### config.mk
export PLATFORM = sky130hd
export DESIGN_NAME = snake_dir_ctrl
export DESIGN_NICKNAME = d
export VERILOG_FILES = /design/src/rtl/snake_dir_ctrl.sv
export SDC_FILE = /design/constraint.sdc
export NUM_CORES = 1
export LEC_CHECK = 0
export CORE_ASPECT_RATIO = 1.5
export CORE_UTILIZATION = 57
export DETAILED_ROUTE_END_ITERATION = 12
export HOLD_SLACK_MARGIN = 0.1
export PLACE_DENSITY = 0.78
export SYNTH_ARGS = -nofsm -noshare
export SYNTH_HDL_FRONTEND = slang
export SYNTH_SLANG_ARGS = --single-unit
### constraint.sdc
create_clock -name clock_25 -period 2.7 [get_ports clock_25]
set_input_delay 0.81 -clock clock_25 [delete_from_list [all_inputs] [get_ports clock_25]]
set_output_delay 0.81 -clock clock_25 [all_outputs]
set_load 0.01 [all_outputs]
### src/rtl/snake_dir_ctrl.sv
// Pushbutton conditioning and heading control for the snake game.
// Buttons are synchronised, debounced and edge-detected, then turned into at most one 90-degree turn per game_tik.
module snake_dir_ctrl #(
    parameter int         DEBOUNCE_BITS = 18,
    parameter logic [1:0] INIT_DIR      = 2'd0
) (
    input  logic clock_25,
    input  logic reset,
    input  logic right_P,
    input  logic left_P,
    input  logic game_tik,
    input  logic enable,
    output logic right_sync,
    output logic left_sync,
    output logic right_register,
    output logic left_register,
    output logic right,
    output logic down,
    output logic left,
    output logic up,
    output logic start
);

    typedef enum logic [1:0] {
        DIR_RIGHT = 2'd0,
        DIR_DOWN  = 2'd1,
        DIR_LEFT  = 2'd2,
        DIR_UP    = 2'd3
    } dir_e;

    localparam logic [DEBOUNCE_BITS-1:0] CNT_ZERO = {DEBOUNCE_BITS{1'b0}};
    localparam logic [DEBOUNCE_BITS-1:0] CNT_MAX  = {DEBOUNCE_BITS{1'b1}};
    localparam logic [DEBOUNCE_BITS-1:0] CNT_ONE  = {{(DEBOUNCE_BITS-1){1'b0}}, 1'b1};

    // Bit 0 of the result drives right, 1 down, 2 left, 3 up.
    function automatic logic [3:0] dir_onehot(input dir_e d);
        logic [3:0] oh;
        case (d)
            DIR_RIGHT: oh = 4'b0001;
            DIR_DOWN:  oh = 4'b0010;
            DIR_LEFT:  oh = 4'b0100;
            DIR_UP:    oh = 4'b1000;
            default:   oh = 4'b0001;
        endcase
        return oh;
    endfunction

    // Index 0 carries the right button, index 1 the left button throughout.
    logic [1:0]               btn_raw_s;
    logic [1:0]               meta_q;
    logic [1:0]               sync_q;
    logic [1:0]               stable_q;
    logic [1:0]               stable_d;
    logic [1:0]               stable_dly_q;
    logic [1:0]               press_s;
    logic [DEBOUNCE_BITS-1:0] cnt_q [2];
    logic [DEBOUNCE_BITS-1:0] cnt_d [2];

    logic cw_press_s;
    logic ccw_press_s;
    logic pend_cw_q;
    logic pend_cw_d;
    logic pend_ccw_q;
    logic pend_ccw_d;
    logic start_q;
    dir_e state_q;
    dir_e state_d;
    logic [3:0] head_q;

    assign btn_raw_s   = {left_P, right_P};
    assign press_s     = stable_q & ~stable_dly_q;
    // Simultaneous presses cancel each other so neither can sneak a turn through.
    assign cw_press_s  = press_s[0] & ~press_s[1];
    assign ccw_press_s = press_s[1] & ~press_s[0];

    // Debounce next-state: a level must differ for 2**DEBOUNCE_BITS consecutive cycles to be accepted.
    always_comb begin
        for (int i = 0; i < 2; i++) begin
            cnt_d[i]    = cnt_q[i];
            stable_d[i] = stable_q[i];
            if (sync_q[i] == stable_q[i]) begin
                cnt_d[i] = CNT_ZERO;
            end else if (cnt_q[i] != CNT_MAX) begin
                cnt_d[i] = cnt_q[i] + CNT_ONE;
            end else begin
                stable_d[i] = sync_q[i];
                cnt_d[i]    = CNT_ZERO;
            end
        end
    end

    // Synchroniser, debounce counters and press edge detector.
    always_ff @(posedge clock_25) begin
        if (reset) begin
            meta_q       <= 2'b00;
            sync_q       <= 2'b00;
            stable_q     <= 2'b00;
            stable_dly_q <= 2'b00;
            for (int i = 0; i < 2; i++) begin
                cnt_q[i] <= CNT_ZERO;
            end
        end else begin
            meta_q       <= btn_raw_s;
            sync_q       <= meta_q;
            stable_q     <= stable_d;
            stable_dly_q <= stable_q;
            for (int i = 0; i < 2; i++) begin
                cnt_q[i] <= cnt_d[i];
            end
        end
    end

    // Pending turn: a tik consumes the old turn before a coincident press is recorded.
    always_comb begin
        pend_cw_d  = pend_cw_q;
        pend_ccw_d = pend_ccw_q;
        if (!enable) begin
            pend_cw_d  = 1'b0;
            pend_ccw_d = 1'b0;
        end else begin
            if (game_tik) begin
                pend_cw_d  = 1'b0;
                pend_ccw_d = 1'b0;
            end else begin
                pend_cw_d  = pend_cw_q;
                pend_ccw_d = pend_ccw_q;
            end
            if (cw_press_s) begin
                pend_cw_d  = 1'b1;
                pend_ccw_d = 1'b0;
            end else if (ccw_press_s) begin
                pend_cw_d  = 1'b0;
                pend_ccw_d = 1'b1;
            end else begin
                pend_cw_d  = pend_cw_d;
                pend_ccw_d = pend_ccw_d;
            end
        end
    end

    // Heading next-state: 2-bit wrap gives UP -> RIGHT and RIGHT -> UP for free.
    always_comb begin
        state_d = state_q;
        if (!enable || !game_tik) begin
            state_d = state_q;
        end else if (pend_cw_q) begin
            state_d = dir_e'(state_q + 2'd1);
        end else if (pend_ccw_q) begin
            state_d = dir_e'(state_q - 2'd1);
        end else begin
            state_d = state_q;
        end
    end

    // Heading FSM with registered one-hot decode, pending turns and start pulse.
    always_ff @(posedge clock_25) begin
        if (reset) begin
            state_q    <= dir_e'(INIT_DIR);
            head_q     <= dir_onehot(dir_e'(INIT_DIR));
            pend_cw_q  <= 1'b0;
            pend_ccw_q <= 1'b0;
            start_q    <= 1'b0;
        end else begin
            state_q    <= state_d;
            head_q     <= dir_onehot(state_d);
            pend_cw_q  <= pend_cw_d;
            pend_ccw_q <= pend_ccw_d;
            start_q    <= |press_s;
        end
    end

    assign right_sync     = stable_q[0];
    assign left_sync      = stable_q[1];
    assign right_register = pend_cw_q;
    assign left_register  = pend_ccw_q;
    assign right          = head_q[0];
    assign down           = head_q[1];
    assign left           = head_q[2];
    assign up             = head_q[3];
    assign start          = start_q;

endmodule

# [Word level (Yosys, flattened, before mapping)]
# Memories as Yosys holds them, arrays and structs flattened.
# Index checks and enable logic that the tools add are counted.
# W data, S select, Z words.
[totals] register_bits=17 latch_bits=0 ramBits=36 romBits=0 in_bits=6 out_inout_bits=9 word_cells=63 mem_count=1
[mem_list] memory="cnt_q" depth=2 width=18 rd=2 rd_ports_with_merged_regs=0 write_ports=2 line_no="56" source="logic [DEBOUNCE_BITS-1:0] cnt_q [2];"
[classes] add_sub_neg=4 mul=0 div_mod_pow=0 order_cmp=0 n_eq_ne=7 shifts=0 mux=17 bitwise=13 n_reduce_logical=11
[ops] operator="$mux W18" n=6
[ops] operator="$add A18 B1 Y18 const B" n=2
[ops] operator="$ne A18 B18 Y1 const B" n=2
[ops] operator="$pmux W4 S4" n=1
[ops] operator="$mux W1" n=7
[ops] operator="$not A1 Y1" n=7
[ops] operator="$mux W2" n=3
[ops] operator="$eq A2 B2 Y1 const B" n=2
[ops] operator="$reduce_and A2 Y1" n=2
[ops] operator="$reduce_or A2 Y1" n=2
[ops] operator="$reduce_bool A3 Y1" n=1
[ops] operator="$reduce_or A3 Y1" n=1
[ops] operator="$add A2 B1 Y2 const B" n=1
[ops] operator="$and A1 B1 Y1" n=2
[ops] operator="$and A2 B2 Y2" n=1
[ops] operator="$eq A1 B1 Y1" n=2
[ops] operator="$eq A2 B1 Y1 const B" n=1
[ops] operator="$logic_not A1 Y1" n=2
[ops] operator="$logic_not A2 Y1" n=1
[ops] operator="$not A2 Y2" n=1
[ops] operator="$or A1 B1 Y1" n=2
[ops] operator="$reduce_bool A2 Y1" n=1
[ops] operator="$sub A2 B1 Y2 const B" n=1
[ops] operator="$logic_or A1 B1 Y1" n=1

# [Logic depth before layout (Yosys ltp)]
# Gate-level depths: netlist of run 1.
[logic_depth] ltp_word=6 mapped_depth=7 mapped_depth_nobuf=5

# [Worst setup path after synthesis of run 1]
# No wires, ideal clock.
[synth_timing] path_type="register -> register" startpoint="mem cnt_q[0][0]" endpoint="reg stable_q[0]" setup_time_ps=59 arrival_time_ps=1823 required_time_ps=2641 path_slack_ps=817 stages_incl_launch_ff=7 path_buffers=1 synth_period_minus_slack_ps=1883 cell_sequence="dfxtp_1 > ha_1 > inv_2 > or4_4 > buf_6 > or4b_1 > nand2_1"
[synth_rtl] item="start, declared" line_no="56"
[synth_rtl] item="end signal, assigned" line_no="105" source="stable_q <= stable_d;"
[synth_rtl] item="end, declared" line_no="52" source="logic [1:0] stable_q;"

# [Final worst setup path of run 1]
[layout_timing] startpoint="reg pend_cw_q (netlist: right_register)" endpoint="out right_register"
[layout_rtl] item="start, declared" line_no="61" source="logic pend_cw_q;"
[layout_rtl] item="start signal, assigned" line_no="166" source="pend_cw_q <= pend_cw_d;"
[layout_rtl] item="end, declared" line_no="15" source="output logic right_register,"
# No word-level cell between the ends.

==> impl_results.md, run 1 <==
- Status: finished clean
- Setup CP Type: reg2out
- Routed wire length: between 3000 and 4000 um
- RD Place Congestion: between 0.7 and 0.8
- DRT iter0 DRCs: 38
- First-pass GRT wire length: about 6200 um
- Core Rows: 27
- Achievable Freq: 0.4724 GHz
- Clock buffer depth: 2
- Mean Syn Cell Area: about 8.9 um^2
- Core box area: 3649 um^2
- Power Density: between 500 and 600 nW/um^2
- Most common library cell in the layout ignoring fill and taps: dfxtp_1
- Final Max Slew Viols: 0
- Num CTS Buffers: 5
- IO Port Bufs: 14
- Post-synthesis sequential area ratio: around half
- Post-CTS Resized: 0
- Post-route minimum period: roughly 2100 ps
- Clock Skews: roughly 9.3 ps
- Antenna diode count: 0
- Top Family by Delay on Critical Path: buffers and inverters
- CP required: about 1900 ps
- CP max stage delay: around 570 ps
- Worst IR drop on VDD: 0.0004400 V
- Commonest cells after routing, fill and taps aside: dfxtp_1, nor2_1, xnor2_1
- Yosys warning count: 0
- Pleak: roughly 0.00076 uW
- RSZ-0062 raised after global routing: false
- Synth unique cells: 33
- Worst-path fanout max: 5
- I/O Pins: 15
- Fraction of layout cells with a size suffix above 1: 6.107%
- CTS H-Tree Depth: 2
- Skew-Pair Late Insertion Delay: 300 ps
- Vias in the first global route: about 1.5k
- Die Wd: ~52 um
- Setup violators final: 0
- Placed cell areas: 2351 um^2
- Final total power: approximately 1300 uW
- Final net count: around 270
- CTS tree: done
- Cells after Synth: around 240
- Worst path cell trace: clkdlybuf4s50_1
- Fill count: 320
- # hold bufs at CTS: 0
- Fin. Hold Viols: 0
- CP Launch Type: register
- Clk root buf: clkbuf_8
- GRT overflow: 0
- Mapped Nets: approximately 250
- Routed WL per cell: 11.17 um
- Worst slew margin: between 60% and 70%
- Antenna-violating nets left: 0
- # DRC: 0
- Clk slew on worst S/H paths: roughly 100 ps
- Mapped cell area: approximately 2200 um^2
- Crit end category: primary output
- Clock sinks: 53
- Synth Register Bits: 53
- Routed vias/inst: about 5.4
- Setup bufs post-CTS: 0
- Worst hold-check path type: reg2reg
- Largest net degree at the start of global routing: 17
- Crit path buf inv count: 1
- Slowest-stage cell, CP: clkdlybuf4s50_1
- Initial Utilization: just under 60%
- Die height: between 70 and 80 um
- Post-route clock period utilization: between 70% and 80%
- Arrival time at the worst endpoint: roughly 1300 ps
- Worst slew pin tran: roughly 590 ps
- Detailed placement HPWL: between 2000 and 2500 um
- Routed via count: around 1.6k
- Setup TNS: 0 ps
- Drt first pass iters: 4
- Post-route cell area: 2447 um^2
- Total GRT Usage: 19.70%
- Max_cap viols: 0
- Area grow syn2layout: 12.74%
- Area of the die: 4064 um^2
- Initial antenna violation count: 0
==> cells in the mapped netlist <==
cell type,count,area (um^2)
dfxtp_1,53,1061
nor2_1,34,127.6
xnor2_1,18,157.7
nand3_1,14,70.07
a21oi_1,13,65.06
nand2_1,13,48.80
or3_1,12,75.07
o21ai_0,11,55.05
inv_1,10,37.54
nor2b_1,8,50.05
xor2_1,8,70.07
nand4_1,7,43.79
nor3_1,6,30.03
nand2b_1,5,31.28
a31oi_1,3,18.77
nor4_1,3,18.77
or4_1,3,22.52
buf_2,2,10.01
clkbuf_1,2,7.510
ha_1,2,25.02
o211ai_1,2,15.01
o21bai_2,2,22.52
or4b_1,2,20.02
and2_1,1,6.260
and3_1,1,6.260
and4_1,1,8.760
buf_6,1,11.26
inv_2,1,3.750
nand4_4,1,21.27
o21ai_1,1,5.000
o31ai_1,1,7.510
or2_2,1,6.260
or4_4,1,11.26
==> flip-flops by register name, summed over array words and instances, names as in the netlist <==
signal	cells
head_q	4
stable_q	2
cnt_q	36
left_register	1
state_q	2
start	1
stable_dly_q	2
right_register	1
meta_q	2
sync_q	2
==> area by class of cell <==
| type | count | area [um^2] | area share [%] |
|---|---|---|---|
| Clock buffer | 6 | 82.58 | 3.374 |
| Clock inverter | 2 | 13.76 | 0.5624 |
| Inverter | 11 | 41.29 | 1.687 |
| Multi-Input combinational cell | 174 | 1040 | 42.48 |
| Sequential cell | 53 | 1061 | 43.35 |
| Tap cell | 43 | 53.80 | 2.198 |
| Timing Repair Buffer | 16 | 155.1 | 6.339 |
==> routing by layer <==
metal | up-vias | GRT usage [%] | wire length (um)
li1 | 862 | - | -
met1 | 763 | 22.43 | 1545
met2 | 16 | 33.67 | 1711
met3 | 5 | 5.294 | 91
met4 | 0 | 7.632 | 59
met5 | - | 0 | 0
==> power breakdown <==
part           internal [uW]  switching [uW]
Combinational           11.7            10.6
Clock                    208             251
Sequential               785            1.99
==> cells by family (layout without fill, tap and decap cells) <==
kind of cell | Yosys count | count (layout) | synth area share (%)
buffers and inverters | 16 | 35 | 3.228
AND/OR/NAND/NOR | 113 | 113 | 27.55
flip-flops | 53 | 53 | 48.88
adder cells (fa/ha/maj) | 2 | 2 | 1.153
XOR/XNOR | 26 | 26 | 10.49
AO/OA/AOI/OAI | 33 | 33 | 8.703
==> worst paths after layout <==
path | depth (start not counted) | slack [ps] | endpoint | from
max | 1 | 580 | right_register | right_register$_SDFFE_PP0P_
min | 1 | 450 | sync_q[0]$_SDFF_PP0_ | meta_q[0]$_SDFF_PP0_
max reg2reg | 5 | 680 | cnt_q[0][3]$_SDFF_PP0_ | cnt_q[0][0]$_SDFF_PP0_
min reg2reg | 1 | 450 | sync_q[0]$_SDFF_PP0_ | meta_q[0]$_SDFF_PP0_
==> through the flow <==
stage | hold slack, ps | utilization [%] | setup slack (ps) | instances
floorplan | 413.8 | - | 817.3 | 243
global placement | 425.2 | 64.44 | 412.9 | 297
detailed placement | 427.2 | 64.44 | 338.5 | 297
CTS | 456.7 | 67.08 | 569.0 | 305
global route | 470.0 | 67.08 | 484.6 | 305
finish | 451.8 | 67.08 | 583.2 | 305
No activity file was read; power rests on OpenSTA's default activity.
==> run 2, diff against run 1 <==
CORE_UTILIZATION = 52   (was 57)
PLACE_DENSITY = 0.75   (was 0.78)
clock period = 1.85 ns   (was 2.7 ns; I/O delays follow)
==> run 2 against run 1 <==
Against the previous run: global-route usage shrank 0.68 points; register-to-register slack lost 600 ps; flip-flop and latch count is the same; first-iteration DRC count shrank 26%; critical path depth is the same; clock skew shrank 3.0 ps; largest power group unchanged.
==> impl_results.md, run 2 (synthesized netlist as in run 1, its figures left out) <==
- CP max stage delay: 550 ps (-20 ps)
- Final net count: 287 (+6.7%)
- Crit. path cell count: 1 (unchanged)
- # hold bufs at CTS: 0 (unchanged)
- Post-route minimum period: between 1500 and 2000 ps
- Clock power share: 43.1% (+6.9 points)
- Arrival time at the worst endpoint: 1240 ps (-70 ps)
- Detailed placement HPWL: 2708 um (+12%)
- Worst IR drop on VDD: 0.0007401 V (+68%)
- RSZ-0062 raised after global routing: false
- IO Port Bufs: 14 (unchanged)
- Final Core Density: 66.81% (-0.26 points)
- Crit Reg-Reg Endpoint: stable_q[0]$_SDFFE_PP0P_
- Vias in the first global route: 1538 (+0.065%)
- Seq pwr share: 54.9% (-7.1 points)
- Antenna diode count: 0 (unchanged)
- Area of the die: 4443 um^2 (+9.3%)
- Worst-path fanout max: 5 (unchanged)
- Core Rows: 28 (+3.7%)
- Setup bufs post-CTS: 0 (unchanged)
- Fin. Hold Viols: 0 (unchanged)
- Core box area: 3959 um^2 (+8.5%)
- Post-route clock period utilization: 97.11%
- FF-to-FF path depth: 5 (unchanged)
- Origin of the critical flop-to-flop path: cnt_q[0][1]$_SDFF_PP0_
- Clock buffer depth: 2 (unchanged)
- Num CTS Buffers: 5 (unchanged)
- Routed wire length: 3780 um (+11%)
- Setup WS pre-CTS: -134.4 ps (-472.9 ps)
- Clk slew on worst S/H paths: 90 ps (about the same)
- First-pass GRT wire length: 6154 um (-0.57%)
- GRT overflow: 0 (unchanged)
- Setup ws final: 53.45 ps (-529.7 ps)
- CTS tree: done
- Comb pwr share: 2.0% (+0.2 points)
- Worst Setup EP: right_register
- Slowest-stage cell, CP: clkdlybuf4s50_1
- Antenna-violating nets left: 0 (unchanged)
- Clock sinks: 53 (unchanged)
- Pleak: 0.0008888 uW (+17%)
- R2R setup slack: 80 ps (-600 ps)
- Initial antenna violation count: 0 (unchanged)
- Largest register FFs: 36 (unchanged)
- Final Max Slew Viols: 0 (unchanged)
- Worst slew pin tran: 372.1 ps (-221.2 ps)
- Routed vias/inst: 5.385 (-0.22%)
- Post-route cell area: 2645 um^2 (+8.1%)
- Top Family by Delay on Critical Path: buffers and inverters
- Setup TNS: 0 ps (unchanged)
- Routed WL per cell: 11.63 um (+4.1%)
- CTS H-Tree Depth: 2 (unchanged)
- Worst Hold Launch: meta_q[0]$_SDFF_PP0_
- Crit path buf inv count: 1 (unchanged)
- Clock Skews: 6.248 ps (-3.029 ps)
- Final total power: 2091 uW (+65%)
- CP required: 1290 ps (-600 ps)
- Initial Utilization: 54.84% (-4.7 points)
- Routed via count: 1750 (+6.3%)
- I/O Pins: 15 (unchanged)
- Clk root buf: clkbuf_8
- Commonest cells after routing, fill and taps aside: dfxtp_1, nor2_1, buf_4
- DRT iter0 DRCs: 28 (-26%)
- Largest net degree at the start of global routing: 17 (unchanged)
- Setup violators final: 0 (unchanged)
- Biggest regs: cnt_q x36, head_q x4
- Switching power total: 385.9 uW (+46%)
- Skew-Pair Late Insertion Delay: 300 ps (about the same)
- Worst slew margin: 74.97% (+15 points)
- Setup CP Type: reg2out
- Status: finished clean
- Total GRT Usage: 19.02% (-0.68 points)
- RD Place Congestion: 0.7972 (-0.19%)
- Net Sw Frac: 18.45% (-2.4 points)
- Worst setup path start: right_register$_SDFFE_PP0P_
- Most common library cell in the layout ignoring fill and taps: dfxtp_1
- Crit end category: primary output
- Die height: 81.14 um (+4.6%)
- CP Launch Type: register
- Drt first pass iters: 4 (unchanged)
- Placed cell areas: 2492 um^2 (+6.0%)
- Die Wd: 54.76 um (+4.5%)
- Cell Int Power: 1706 uW (+70%)
- Achievable Freq: between 0.5 and 0.6 GHz
- Area grow syn2layout: 21.84%
- Power Density: 790.7 nW/um^2 (+53%)
- Fraction of layout cells with a size suffix above 1: 15.00% (+8.9 points)
- Worst path cell trace: clkdlybuf4s50_1
- # DRC: 0 (unchanged)
- Max_cap viols: 0 (unchanged)
- Largest reg by FF count: cnt_q
- Worst hold-check path type: reg2reg
## run 2: cell count changes in the layout (fill, tap and decap cells not counted), sizes merged
cell           before  now
dlymetal6s2s        0    1
buf                 2   20
bufinv              0    2
clkdlybuf4s50      14   13
clkinv              2    1
clkbuf              6    5
## run 2: final cells by class
| class | instances | area, um^2 |
|---|---|---|
| Timing Repair Buffer | 34 | 292.8 |
| Fill cell | 321 | 1314 |
| Tap cell | 45 | 56.30 |
| Sequential cell | 53 | 1066 |
| Clock buffer | 5 | 68.82 |
| Clock inverter | 3 | 65.06 |
| Inverter | 11 | 41.29 |
| Multi-Input combinational cell | 174 | 1055 |
## run 2: worst min-delay path by stage
stage                                  end  slack, ps  cells after the start
detailed placement    sync_q[0]$_SDFF_PP0_        430                      1
CTS                   sync_q[0]$_SDFF_PP0_        450                      1
finish                sync_q[0]$_SDFF_PP0_        450                      1
global route          sync_q[0]$_SDFF_PP0_        480                      1
floorplan           cnt_q[0][0]$_SDFF_PP0_        410                      1
global placement      sync_q[0]$_SDFF_PP0_        420                      1
## run 2: worst register-to-register path, stage by stage, from the launching register on
cell,delay (ps)
dfxtp_2,360
ha_2,190
inv_2,50
or4_4,530
or4b_1,520
nand2_1,70
## run 2: per-layer routing
metal	up-vias	wire, um	track usage (%)	part of all wire [%]
met1	819	1670	20.35	44
li1	902	-	-	-
met2	22	1940	33.13	51
met4	0	75	9.231	2.0
met5	-	0	0	0
met3	7	94	4.682	2.5
## run 2: repair_timing
action	4_1_cts	5_1_grt
pin swaps	0	1
endpoints found under the setup margin	3	8
gates resized for setup	2	5
hold endpoints to repair	0	0
cloned	0	0
## run 2: power groups by stage
stage	logic, uW	registers (uW)	clock network (uW)
floorplan	16.4	1170	0
global placement	40.6	1170	0
detailed placement	41.1	1170	0
CTS	41.7	1150	928
global route	45.2	1150	973
finish	41.4	1150	902
## run 2: metrics by stage
step                      cells  hold slack (ps)
after floorplan             243            407.2
after global placement      317            424.0
after detailed placement    317            429.1
after CTS                   325            454.9
after global routing        325            476.8
final                       325            451.5
==> run 3, diff against run 2 <==
CTS_BUF_LIST = sky130_fd_sc_hd__clkbuf_8 sky130_fd_sc_hd__clkbuf_16   (was unset)
CTS_CLUSTER_SIZE = 16   (was unset)
GPL_ROUTABILITY_DRIVEN = 0   (was unset)
==> results of run 3 <==
The final DEF is identical to that of run 2; final timing and power are the same.
